$ cat src/rtl/rvm_scu_dbg_port.sv
// ============================================================================
// Module  : rvm_scu_dbg_port
// Brief   : Host debug port that halts the core and performs one CSR access
//           through the SCU operand path, with a bounded wait for core_idle.
// Revision: 1.0
// ============================================================================
`default_nettype none

`ifndef RVM_SCU_CSRRW
`define RVM_SCU_CSRRW 4'h1
`endif
`ifndef RVM_SCU_CSRRS
`define RVM_SCU_CSRRS 4'h2
`endif

module rvm_scu_dbg_port #(
    parameter logic [7:0] DBG_TIMEOUT = 8'd255
) (
    input  logic        clk,
    input  logic        resetn,
    input  logic        dbg_req,
    input  logic        dbg_wr,
    input  logic [11:0] dbg_addr,
    input  logic [31:0] dbg_wdata,
    output logic        dbg_ack,
    output logic [31:0] dbg_rdata,
    output logic        dbg_err,
    output logic        dbg_busy,
    input  logic        core_idle,
    output logic        dbg_halt,
    input  logic [3:0]  core_scu_op,
    input  logic [4:0]  core_rs1_addr,
    input  logic [31:0] core_rs1,
    input  logic [31:0] core_imm,
    output logic [3:0]  scu_op,
    output logic [4:0]  scu_rs1_addr,
    output logic [31:0] scu_rs1,
    output logic [31:0] scu_imm,
    input  logic [31:0] scu_wb_val
);

    typedef enum logic [1:0] {
        ST_IDLE   = 2'd0,
        ST_HALT   = 2'd1,
        ST_ACCESS = 2'd2,
        ST_RESP   = 2'd3
    } state_t;

    state_t      state_q;
    logic        wr_q;
    logic [11:0] addr_q;
    logic [31:0] wdata_q;
    logic [7:0]  cnt_q;
    logic        err_q;
    logic        ack_q;
    logic [31:0] rdata_q;
    logic        busy_q;
    logic        halt_q;

    always_ff @(posedge clk or negedge resetn) begin
        if (!resetn) begin
            state_q <= ST_IDLE;
            wr_q    <= 1'b0;
            addr_q  <= 12'd0;
            wdata_q <= 32'd0;
            cnt_q   <= 8'd0;
            err_q   <= 1'b0;
            ack_q   <= 1'b0;
            rdata_q <= 32'd0;
            busy_q  <= 1'b0;
            halt_q  <= 1'b0;
        end else begin
            ack_q <= 1'b0;
            case (state_q)
                ST_IDLE: begin
                    if (dbg_req) begin
                        wr_q    <= dbg_wr;
                        addr_q  <= dbg_addr;
                        wdata_q <= dbg_wdata;
                        cnt_q   <= 8'd0;
                        err_q   <= 1'b0;
                        busy_q  <= 1'b1;
                        halt_q  <= 1'b1;
                        state_q <= ST_HALT;
                    end
                end
                ST_HALT: begin
                    // core_idle has priority over an expiring timeout
                    if (core_idle) begin
                        state_q <= ST_ACCESS;
                    end else if (cnt_q == DBG_TIMEOUT) begin
                        err_q   <= 1'b1;
                        rdata_q <= 32'd0;
                        ack_q   <= 1'b1;
                        halt_q  <= 1'b0;
                        state_q <= ST_RESP;
                    end else begin
                        cnt_q <= cnt_q + 8'd1;
                    end
                end
                ST_ACCESS: begin
                    rdata_q <= scu_wb_val;
                    ack_q   <= 1'b1;
                    halt_q  <= 1'b0;
                    state_q <= ST_RESP;
                end
                ST_RESP: begin
                    busy_q  <= 1'b0;
                    state_q <= ST_IDLE;
                end
                default: begin
                    state_q <= ST_IDLE;
                end
            endcase
        end
    end

    // Reads use CSRRS with a zero mask so the CSR is rewritten with itself
    always_comb begin
        scu_op       = core_scu_op;
        scu_rs1_addr = core_rs1_addr;
        scu_rs1      = core_rs1;
        scu_imm      = core_imm;
        if (state_q == ST_ACCESS) begin
            scu_op       = wr_q ? `RVM_SCU_CSRRW : `RVM_SCU_CSRRS;
            scu_rs1_addr = 5'd0;
            scu_rs1      = wr_q ? wdata_q : 32'd0;
            scu_imm      = {20'd0, addr_q};
        end
    end

    assign dbg_ack   = ack_q;
    assign dbg_rdata = rdata_q;
    assign dbg_err   = err_q;
    assign dbg_busy  = busy_q;
    assign dbg_halt  = halt_q;

endmodule

`default_nettype wire

$ cat config.mk
export PLATFORM = sky130hd
export DESIGN_NAME = rvm_scu_dbg_port
export DESIGN_NICKNAME = d
export VERILOG_FILES = /design/src/rtl/rvm_scu_dbg_port.sv
export SDC_FILE = /design/constraint.sdc
export NUM_CORES = 1
export LEC_CHECK = 0
export CORE_AREA = 3 3 100 102
export CTS_BUF_LIST = sky130_fd_sc_hd__clkbuf_8
export DETAILED_ROUTE_END_ITERATION = 10
export DIE_AREA = 0 0 103 105
export DONT_BUFFER_PORTS = 1
export GPL_TIMING_DRIVEN = 0
export PLACE_DENSITY = 0.65
export REMOVE_ABC_BUFFERS = 1
export SLEW_MARGIN = 10
export SYNTH_ARGS = -nofsm -noshare
export SYNTH_HDL_FRONTEND = slang
export SYNTH_SLANG_ARGS = --single-unit
$ cat constraint.sdc
create_clock -name clk -period 5.6 [get_ports clk]
set_clock_uncertainty 0.15 [all_clocks]
set_input_delay 1.12 -clock clk [delete_from_list [all_inputs] [get_ports clk]]
set_output_delay 1.12 -clock clk [all_outputs]
set_load 0.01 [all_outputs]
---- After elaboration in Yosys (flattened, before gate mapping) ----
Cells that the tools add are included.
storage, ports and cells
  register bits after elaboration ......... 91
  bits in latches ......................... 0
  memory bits (writable) .................. 0
  bits in read-only memories .............. 0
  input bits .............................. 154
  memories kept ........................... 0
cells by class
  add/sub/neg operators ................... 1
  multiply operators ...................... 0
  divide/modulo/power cells ............... 0
  magnitude comparators ................... 0
  equal/unequal tests ..................... 9
  shift operators ......................... 0
  multiplexer cells ....................... 29
  bitwise logic cells ..................... 0
  reductions and logical operators ........ 12
operators with widths
  cell                 count
  $mux 32              5
  $pmux 32 s2          1
  $mux 8               3
  $pmux 8 s2           1
  $reduce_and 4->1     3
  $add 8x1->8 const B  1
  $eq 8x8->1 const B   1
  $mux 1               8
  $mux 2               4
  $ne 2x2->1 const B   4
  $pmux 2 s4           1
  $pmux 1 s2           3
  $reduce_and 2->1     3
  $reduce_bool 2->1    3
  $mux 5               1
  $eq 2x2->1 const B   2
  $mux 4               1
  $ne 3x3->1 const B   1
  $pmux 1 s3           1
  $reduce_and 3->1     1
  $reduce_bool 3->1    1
  $eq 2x1->1 const B   1
  $logic_not 2->1      1

---- Logic depth before layout (Yosys ltp) ----
  word-level depth ........................ 4
  depth in mapped cells ................... 8
  mapped depth without buffers ............ 6

---- Worst setup path after synthesis ----
Ideal clock, no wire load.
  path type ............................... register -> output
  start ................................... register state_q[0]
  end ..................................... output port scu_rs1[10]
  data arrival time ....................... 1,657 ps
  path slack .............................. 2,673 ps
  cell stages (with the launch flop) ...... 9
  path buffers ............................ 3
  cell sequence ........................... dfrtp_1 -> inv_1 -> ha_1 -> buf_2 -> and2_1 -> clkbuf_1 -> clkbuf_1 -> nand2_1 -> o21ai_0
between the ends
  longest elaborated chain between the ends .. 2
RTL lines
  element                 RTL line  RTL
  from (decl)             49        state_t state_q;
  from (signal assigned)  62        state_q <= ST_IDLE;
  from (signal assigned)  84        state_q <= ST_HALT;
  from (signal assigned)  90        state_q <= ST_ACCESS;
  $eq 2x2->1              124       if (state_q == ST_ACCESS) begin
  $mux 32                 124
  to (decl)               37        output logic [31:0] scu_rs1,
No other way between the ends.

---- Worst setup path after layout ----
  start ................................... register state_q[0]
  end ..................................... output port scu_rs1[9]
Same word-level chain as after synthesis.

==> impl_metrics.yaml <==
synth:
  async_flop_share_pct: 100
  ys_warn_count: 0
  yosysTopAreaCellShare_pct: 51.1
  yosysSeqAreaShare_pct: 51.1
  synth_edf_count: 0
  ys_seq_elements: 91
  syn_area_um2: 4460
  synth_cells: 413
  synthFlopType: "dfrtp_1"
  synth_area_leaders: "dfrtp_1, mux2_2, a22o_1"
  synth_cell_type_count: 42
  synth_area_per_cell_um2: 10.8
  yosysTopAreaCell: "dfrtp_1"
finish:
  areaGrowthSynthToFinish_pct: 6.70
  fin_util_pct: 51.8
  fillers: 835
  antennaDiodeCount: 0
  drive_above_1_share_pct: 21.4
  seqCellArea_um2: 2280
  layout.nets: 560
  multi_input_area_um2: 1900
  final_cells: 517
  fin_area_um2: 4760
sta:
  tightest_slew_ns: 1.19
  final-hold-violation-count: 0
  setup_ws_ns: 1.22
  fin_crit_sh_pct: 78.3
  finalMaxSlewViolations: 0
  whs_ns: 0.302
  setup_violations: 0
  rsz0062_at_grt: "false"
  relSlewSlack_pct: 20.8
  period_needed_ns: 4.38
  timing.fmax_ghz: 0.228
  setup_tns_ns: 0
power_and_ir_drop:
  comb_power_share_pct: 39.6
  clkPwrFrac_pct: 17.7
  p_int_mw: 1.73
  total_power_mw: 2.86
  leakagePower_nw: 2.13
  sw_frac_of_total_pct: 39.4
  power_density_nw_per_um2: 601
  p_sw_mw: 1.13
  ir_drop_mv: 0.274
  seq_power_share_pct: 42.7
route:
  first_pass_iters: 6
  routed_via_density: 5.86
  wl_mm: 11.2
  wire_per_inst_um: 21.7
  drc: 0
  drt-initial-drc-count: 135
  antenna_left: 0
  vias: 3029
critical_path:
  cp-end-kind: "primary output"
  critPathTopFamily: "simple AND/OR/NAND/NOR gates"
  critical_path.max_fanout: 41
  cp.arrival_ns: 3.11
  start_kind: "flop"
  cp_data_required_time_ns: 4.33
  cp_slowest_cell: "and2_1"
  path_class: "flop to primary output"
  critPathMaxStageDelay_ns: 1.03
  crit_chain: "inv_1, ha_2, and2_1, nand2_1, o21ai_0"
  r2r_start: "cnt_q[1]"
  worst-r2r-setup-slack_ns: 2.83
  r2r_end: "dbg_rdata[25]"
  cp_num_buf_inv: 1
  r2r_cells: 5
status:
  status: "finished, final reports clean"
grt:
  grt_max_degree: 92
  grt_pass1_vias: 3109
  grt_pass1_wl_mm: 16.5
  grt_usage_pct: 19.8
  antenna_found_initial: 0
  grt_overflow: 0
die:
  io_pins: 263
  die_x_um: 103
  core_um2: 9200
  dieArea_um2: 10800
  die_y_um: 105
  initial_utilization_pct: 48.5
  fp-row-count: 35
clocking:
  root_buffer: "clkbuf_8"
  cts_hold_buf: 0
  clkSlewWorstSetupHoldPaths_ns: 0.10
  cts_num_sinks: 91
  cts_setup_buffers: 0
  cts_tree: "built"
  ctsResizeCount: 0
  clk_latency_ns: 0.35
  cts_buffer_depth: 2
  htreeDepth: 3
  cts_buffers: 9
placed_design:
  dpl_worst_slack_ns: 1.60
  port_buffers: 0
  dp_cells: 501
  dp_hpwl_mm: 8.42
  post_dp_cell_area_um2: 4530
  gp_congestion: 0.781
worst_hold_path:
  min_path_type: "primary input to async pin"
flow_run:
  cap_violations: 0
power by group through the flow:
stage	clock network (mW)	logic, mW	registers [mW]
after floorplan	0	0.896	1.17
after global placement	0	1.09	1.22
after detailed placement	0	1.15	1.23
after CTS	0.525	1.14	1.22
after global routing	0.557	1.24	1.26
final	0.508	1.13	1.22
worst max-delay path by stage:
stage / slack, ns / from / end / depth (start not counted)
6_report: 1.22 / state_q[0] / scu_rs1[9] / 5
5_1_grt: 0.94 / state_q[0] / scu_rs1[9] / 5
4_1_cts: 1.18 / state_q[0] / scu_rs1[9] / 5
3_5_place_dp: 1.60 / state_q[0] / scu_rs1[9] / 5
3_3_place_gp: 0.43 / state_q[0] / scu_rs1[9] / 5
2_1_floorplan: 1.48 / state_q[0] / scu_rs1[0] / 5
flip-flops by register name, summed over array words and instances (netlist names):
register,flops
wr_q,1
state_q,2
dbg_busy,1
wdata_q,32
dbg_err,1
dbg_halt,1
cnt_q,8
dbg_ack,1
dbg_rdata,32
addr_q,12
Yosys cell counts, drive strengths merged (3+ instances only):
library cell	n
a21oi	10
a22o	32
and2	3
buf	12
clkbuf	14
dfrtp	91
ha	5
inv	40
mux2	59
mux2i	3
nand2	41
nand2b	3
nand3	5
nand4	3
nor2	6
nor2b	28
o211ai	3
o21ai	34
o31ai	3
cells by family (layout without fill, tap and decap cells):
kind of cell	count (synthesis)	after routing	synth area share (%)
and+or+nand+nor	96	96	11.0
muxes	62	62	15.6
AOI/OAI and AO/OA	93	93	14.5
adders and majority gates	5	5	1.40
buffers and inverters	66	59	6.48
DFF	91	91	51.1
final cells by class:
cell class | count | share of cell area (%)
sequential | 91 | 47.8
multi-input combinational | 256 | 40.0
inverter | 40 | 3.15
tap | 111 | 2.92
clock buffer | 10 | 2.89
clock inverter | 6 | 1.97
timing repair buffer | 3 | 1.24
layer usage:
layer / GRT usage [%] / wire, µm / vias to the layer above
met3: 8.01 / 1150 / 10
li1: - / - / 1389
met4: 4.72 / 145 / 0
met2: 34.8 / 5820 / 168
met5: 0 / 0 / -
met1: 22.0 / 4120 / 1462
cell usage in the layout (no fill, tap or decap), types with 2 or more instances in the layout:
cell       synthesis  routed
a21oi_1           10       9
nand4_1            3       3
bufinv_16          0       2
ha_1               5       4
and2_1             3       3
nand3_1            5       5
nand2b_1           2       2
mux2_2            58      58
nor2_1             6       6
nor2b_1           27      27
o21ai_0           34      34
o211ai_1           3       3
a22o_1            32      32
mux2i_1            3       3
o31ai_1            2       2
inv_1             40      40
inv_6              0       2
or3_1              2       2
nand2_1           41      40
clkbuf_8           0      10
o221ai_1           2       2
dfrtp_1           91      91
No activity file was read; power rests on OpenSTA's default activity.
